--- src/rtl/reset_req_arb.sv ---
// reset_req_arb
//   Arbitrates reset requests from four sources (front-panel button, BMC
//   register, watchdog, host) and sequences one request at a time onto the
//   active-low reset request lines. The selected line is held low for
//   HOLD_CYCLES, then completion is tracked on the synchronised RESETSTATz.
//   The served source gets a one-cycle ack on completion or err on timeout.
//   A GAP_CYCLES lockout follows every finished sequence.
//
// Ports
//   clk              system clock
//   rst              asynchronous active-high reset
//   src_req[3:0]     level request per source
//   src_type[7:0]    2 bits per source: 0 soft, 1 hard, 2 full, 3 POR
//   src_ack[3:0]     completion pulse to the served source
//   src_err[3:0]     timeout pulse to the served source
//   cs_resetstat_n   RESETSTATz from the DSP (asynchronous to clk)
//   por_req_n        POR request, active low
//   resetfull_req_n  full-reset request, active low
//   hreset_req_n     hard-reset request, active low
//   sreset_req_n     soft-reset request, active low
//   busy             high whenever the sequencer is not idle
//   last_src         index of the most recently granted source
//   last_type        type of the most recently granted request
module reset_req_arb #(
    parameter int unsigned HOLD_CYCLES    = 16,
    parameter int unsigned TIMEOUT_CYCLES = 24'hFFFFFF,
    parameter int unsigned GAP_CYCLES     = 1024
) (
    input  logic       clk,
    input  logic       rst,
    input  logic [3:0] src_req,
    input  logic [7:0] src_type,
    output logic [3:0] src_ack,
    output logic [3:0] src_err,
    input  logic       cs_resetstat_n,
    output logic       por_req_n,
    output logic       resetfull_req_n,
    output logic       hreset_req_n,
    output logic       sreset_req_n,
    output logic       busy,
    output logic [1:0] last_src,
    output logic [1:0] last_type
);

    // The counter starts at 0 on state entry, so terminating when it reaches
    // N-1 makes each timed state last exactly N cycles.
    function automatic logic [23:0] last_count(input int unsigned n);
        return (n == 0) ? 24'd0 : 24'(n - 1);
    endfunction

    localparam logic [23:0] HOLD_LIM    = last_count(HOLD_CYCLES);
    localparam logic [23:0] TIMEOUT_LIM = last_count(TIMEOUT_CYCLES);
    localparam logic [23:0] GAP_LIM     = last_count(GAP_CYCLES);

    typedef enum logic [2:0] {
        IDLE,
        ASSERT,
        WAIT_LOW,
        WAIT_HIGH,
        GAP
    } state_t;

    state_t      state;
    logic [23:0] cnt;
    logic [3:0]  arm;
    logic        rs_meta;
    logic        rs_s;

    logic [3:0]  eligible;
    logic        win_valid;
    logic [1:0]  win_idx;
    logic [1:0]  win_type;
    logic        grant;
    logic [3:0]  grant_mask;

    // Highest type wins; strict '>' keeps the lowest index on ties.
    always_comb begin
        eligible  = src_req & arm;
        win_valid = 1'b0;
        win_idx   = '0;
        win_type  = '0;
        for (int unsigned i = 0; i < 4; i++) begin
            if (eligible[i] && (!win_valid || (src_type[2*i +: 2] > win_type))) begin
                win_valid = 1'b1;
                win_idx   = 2'(i);
                win_type  = src_type[2*i +: 2];
            end
        end
        grant      = (state == IDLE) && win_valid;
        grant_mask = grant ? (4'b0001 << win_idx) : 4'b0000;
    end

    always_ff @(posedge clk or posedge rst) begin
        if (rst) begin
            state           <= IDLE;
            cnt             <= '0;
            arm             <= '1;
            rs_meta         <= 1'b1;
            rs_s            <= 1'b1;
            src_ack         <= '0;
            src_err         <= '0;
            por_req_n       <= 1'b1;
            resetfull_req_n <= 1'b1;
            hreset_req_n    <= 1'b1;
            sreset_req_n    <= 1'b1;
            busy            <= 1'b0;
            last_src        <= '0;
            last_type       <= '0;
        end else begin
            rs_meta <= cs_resetstat_n;
            rs_s    <= rs_meta;
            src_ack <= '0;
            src_err <= '0;
            // A granted source is disarmed until it drops its request.
            arm     <= (arm & ~grant_mask) | ~src_req;

            case (state)
                IDLE: begin
                    if (grant) begin
                        last_src  <= win_idx;
                        last_type <= win_type;
                        case (win_type)
                            2'd0:    sreset_req_n    <= 1'b0;
                            2'd1:    hreset_req_n    <= 1'b0;
                            2'd2:    resetfull_req_n <= 1'b0;
                            default: por_req_n       <= 1'b0;
                        endcase
                        cnt   <= '0;
                        busy  <= 1'b1;
                        state <= ASSERT;
                    end
                end

                ASSERT: begin
                    if (cnt >= HOLD_LIM) begin
                        por_req_n       <= 1'b1;
                        resetfull_req_n <= 1'b1;
                        hreset_req_n    <= 1'b1;
                        sreset_req_n    <= 1'b1;
                        cnt             <= '0;
                        state           <= WAIT_LOW;
                    end else begin
                        cnt <= cnt + 24'd1;
                    end
                end

                WAIT_LOW: begin
                    if (!rs_s) begin
                        cnt   <= '0;
                        state <= WAIT_HIGH;
                    end else if (cnt >= TIMEOUT_LIM) begin
                        src_err <= 4'b0001 << last_src;
                        cnt     <= '0;
                        state   <= GAP;
                    end else begin
                        cnt <= cnt + 24'd1;
                    end
                end

                WAIT_HIGH: begin
                    if (rs_s) begin
                        src_ack <= 4'b0001 << last_src;
                        cnt     <= '0;
                        state   <= GAP;
                    end else if (cnt >= TIMEOUT_LIM) begin
                        src_err <= 4'b0001 << last_src;
                        cnt     <= '0;
                        state   <= GAP;
                    end else begin
                        cnt <= cnt + 24'd1;
                    end
                end

                GAP: begin
                    if (cnt >= GAP_LIM) begin
                        cnt   <= '0;
                        busy  <= 1'b0;
                        state <= IDLE;
                    end else begin
                        cnt <= cnt + 24'd1;
                    end
                end

                default: begin
                    cnt   <= '0;
                    busy  <= 1'b0;
                    state <= IDLE;
                end
            endcase
        end
    end

endmodule

--- config.mk ---
export PLATFORM = sky130hd
export DESIGN_NAME = reset_req_arb
export DESIGN_NICKNAME = d
export VERILOG_FILES = /design/src/rtl/reset_req_arb.sv
export SDC_FILE = /design/constraint.sdc
export NUM_CORES = 1
export LEC_CHECK = 0
export ABC_AREA = 1
export CAP_MARGIN = 40
export CORE_AREA = 2 2 54 107
export CTS_CLUSTER_SIZE = 12
export DETAILED_ROUTE_END_ITERATION = 8
export DIE_AREA = 0 0 56 109
export PLACE_DENSITY_LB_ADDON = 0.05
export SYNTH_ARGS = -nofsm -noshare
export SYNTH_HDL_FRONTEND = slang
export SYNTH_SLANG_ARGS = --single-unit
export TNS_END_PERCENT = 5
--- constraint.sdc ---
create_clock -name clk -period 4.7 [get_ports clk]
set_input_delay 0.94 -clock clk [delete_from_list [all_inputs] [get_ports clk]]
set_output_delay 0.94 -clock clk [all_outputs]
set_load 0.02 [all_outputs]
==> results of run 1 <==
==> routing by layer <==
metal  wire length (um)  vias up  share of wire [%]
met3                286        9                4.4
met4                129        0                2.0
met1               2909     1240                 45
li1                   -     1331                  -
met2               3192       77                 49
met5                  0        -                  0
==> flip-flops by register name (all words and copies together), names as in the netlist <==
register	flops
arm	4
busy	1
cnt	24
hreset_req_n	1
last_src	2
last_type	2
por_req_n	1
resetfull_req_n	1
rs_meta	1
rs_s	1
src_ack	4
src_err	4
sreset_req_n	1
state	3
==> cell families after synthesis <==
logic type / Yosys count / share of synthesized area [%]
AND/OR/NAND/NOR: 235 / 37.17
adder cells (fa/ha/maj): 8 / 3.438
AO/OA/AOI/OAI: 27 / 5.501
XOR/XNOR: 9 / 2.707
flip-flops: 50 / 43.40
buffers and inverters: 56 / 7.778
==> stage by stage <==
stage                     cell area, um2  instances
after global routing                3480        492
after detailed placement            3349        482
final                               3480        492
after floorplan                     2912        385
after global placement              3329        481
after CTS                           3430        490
==> area by class of cell <==
cell class,count,area (um2),area share [%]
Multi-Input combinational cell,279,1454,41.78
Sequential cell,50,1264,36.32
Timing Repair Buffer,42,407.9,11.72
Inverter,53,198.9,5.717
Clock buffer,8,80.08,2.301
Tap cell,60,75.07,2.157
==> timing repair <==
item                       CTS  global route
gates resized for setup      0            13
setup endpoints to repair    0            12
setup buffers                0             2
==> synthesized netlist by cell type, types with 4 or more instances <==
library cell	count	area share (%)
a21oi_1	4	0.69
dfrtp_1	40	34
dfstp_2	10	9.0
ha_1	8	3.4
inv_1	52	6.7
nand2_1	103	13
nand3_1	31	5.3
nand4_1	10	2.1
nor2_1	52	6.7
nor3_1	15	2.6
nor3b_2	4	1.7
nor4_1	5	1.1
o21ai_0	15	2.6
xnor2_1	4	1.2
xor2_1	5	1.5
==> power breakdown <==
part / total (mW) / switching (mW) / internal, mW / leakage (nW)
Clock: 0.237 / 0.131 / 0.106 / 0.0395
Sequential: 0.583 / 0.0581 / 0.525 / 0.647
Combinational: 0.740 / 0.468 / 0.272 / 0.999
==> final timing paths <==
kind,endpoint,slack (ps),cells past startpoint
setup / recovery,sreset_req_n,460,30
hold / removal,rs_s,360,0
setup reg to reg,sreset_req_n,860,32
hold reg to reg,rs_s,360,0
max in group asynchronous,rs_meta,3230,3
min in group asynchronous,state[2],910,2
==> impl_metrics.py, run 1 <==
metrics = {
    "run_status": {
        "status": "finished, final reports clean",
    },
    "routing": {
        "routed_via_density": 5.400,
        "wl_per_cell_um": 13.25,
        "vias": 2657,
        "drt_iter0_drc": 102,
        "drt-pass1-iter-count": 4,
        "wl_mm": 6.517,
        "drc": 0,
        "final_antenna_net_count": 0,
    },
    "logic_synthesis": {
        "netlist_area_mm2": 0.002912,
        "ys_ff_latch": 50,
        "synth-edff-count": 0,
        "async_flop_share_pct": 100.0,
        "ys.flop_type": "dfrtp_1",
        "synth_cell_types": 33,
        "syn_nets": 408,
        "seq_area_frac_synth_pct": 43.40,
        "avgSynthCellArea_um2": 7.562,
        "syn_inst": 385,
        "synth_warnings": 0,
    },
    "timing": {
        "relSlewSlack_pct": 63.28,
        "fmax_mhz": 235.9,
        "finalCritPeriodShare_pct": 90.18,
        "fin_hold_ws_ps": 360.5,
        "finClkSkew_ps": 9.608,
        "drv_slew": 0,
        "setup_viol": 0,
        "rsz0062_at_grt": "no",
        "post-route-min-period_ps": 4239,
        "finalHoldViolCount": 0,
        "worst_slack_ps": 461.5,
        "setup_tns_ps": 0,
        "worst_pin_slew_ps": 549.6,
    },
    "layout": {
        "nets": 454,
        "syn_to_final_growth_pct": 19.51,
        "n_antenna_cell": 0,
        "drive_gt1_share_pct": 12.73,
        "final_common_cell": "nand2_1",
        "fillCellCount": 484,
        "final_cell_mix": "nand2_1, nor2_1, inv_1",
        "fin_util_pct": 65.34,
    },
    "setup_path": {
        "worstPathArrival_ps": 4470,
        "cp.required_ps": 4930,
        "crit_slowest_cell": "clkdlybuf4s50_1",
        "start_kind": "input port",
        "cp_common_cell": "nand2_1",
        "cp_top_family": "simple AND/OR/NAND/NOR gates",
        "worstSetupEndpointType": "flip-flop",
        "crit_start": "src_type[2]",
        "critPathMaxFanout": 5,
        "crit_path_max_incr_delay_ps": 480,
        "criticalPathCategory": "in -> reg",
        "r2r_start": "arm[0]",
        "worst-path-buf-inv": 5,
    },
    "clocking": {
        "cts_hold_buf": 0,
        "htreeDepth": 2,
        "cts_made_buffers": 5,
        "numClockSinks": 50,
        "clk_latency_ps": 310,
        "cts_tree": "yes",
        "path_clk_slew_ps": 80,
        "cts_root_buffer": "clkbuf_8",
        "clk_path_buf_depth": 2,
    },
    "floorplanning": {
        "die_x_um": 56,
        "rows": 38,
        "die_h_um": 109,
        "io_pins": 32,
        "initial_core_util_pct": 54.68,
        "dieArea_mm2": 0.006104,
        "core_mm2": 0.005325,
    },
    "placement": {
        "port_buffers": 31,
        "place.gp.congestion": 0.9298,
        "dp_hpwl_mm": 4.860,
        "pre_cts_ws_ps": -114.8,
    },
    "global_routing": {
        "grt-ovfl-total": 0,
        "busiest_layer": "met2",
        "antenna_found_initial": 0,
        "use_met2_pct": 37.90,
        "grt_max_degree": 36,
        "track_usage_pct": 22.53,
        "met3_usage_pct": 4.270,
        "use_met1_pct": 27.45,
        "grt_first_pass_wirelength_mm": 10.94,
        "grt_pass1_vias": 2565,
    },
    "worst_hold_path": {
        "min-delay-start": "rs_meta",
        "hold_class": "reg -> reg",
    },
    "power": {
        "total_power_mw": 1.560,
        "power_density_mw_per_mm2": 448.4,
        "ir_worst_vdd_uv": 406.8,
        "p_leak_nw": 1.686,
    },
    "job": {
        "drv_cap": 0,
    },
}
Power figures use the tool's default switching activity.
==> inputs of run 2 (changes only) <==
Settings changed: CTS_CLUSTER_SIZE 12 to not set.
==> results of run 2 <==
Final layout, timing and power as in run 1 (identical DEF).
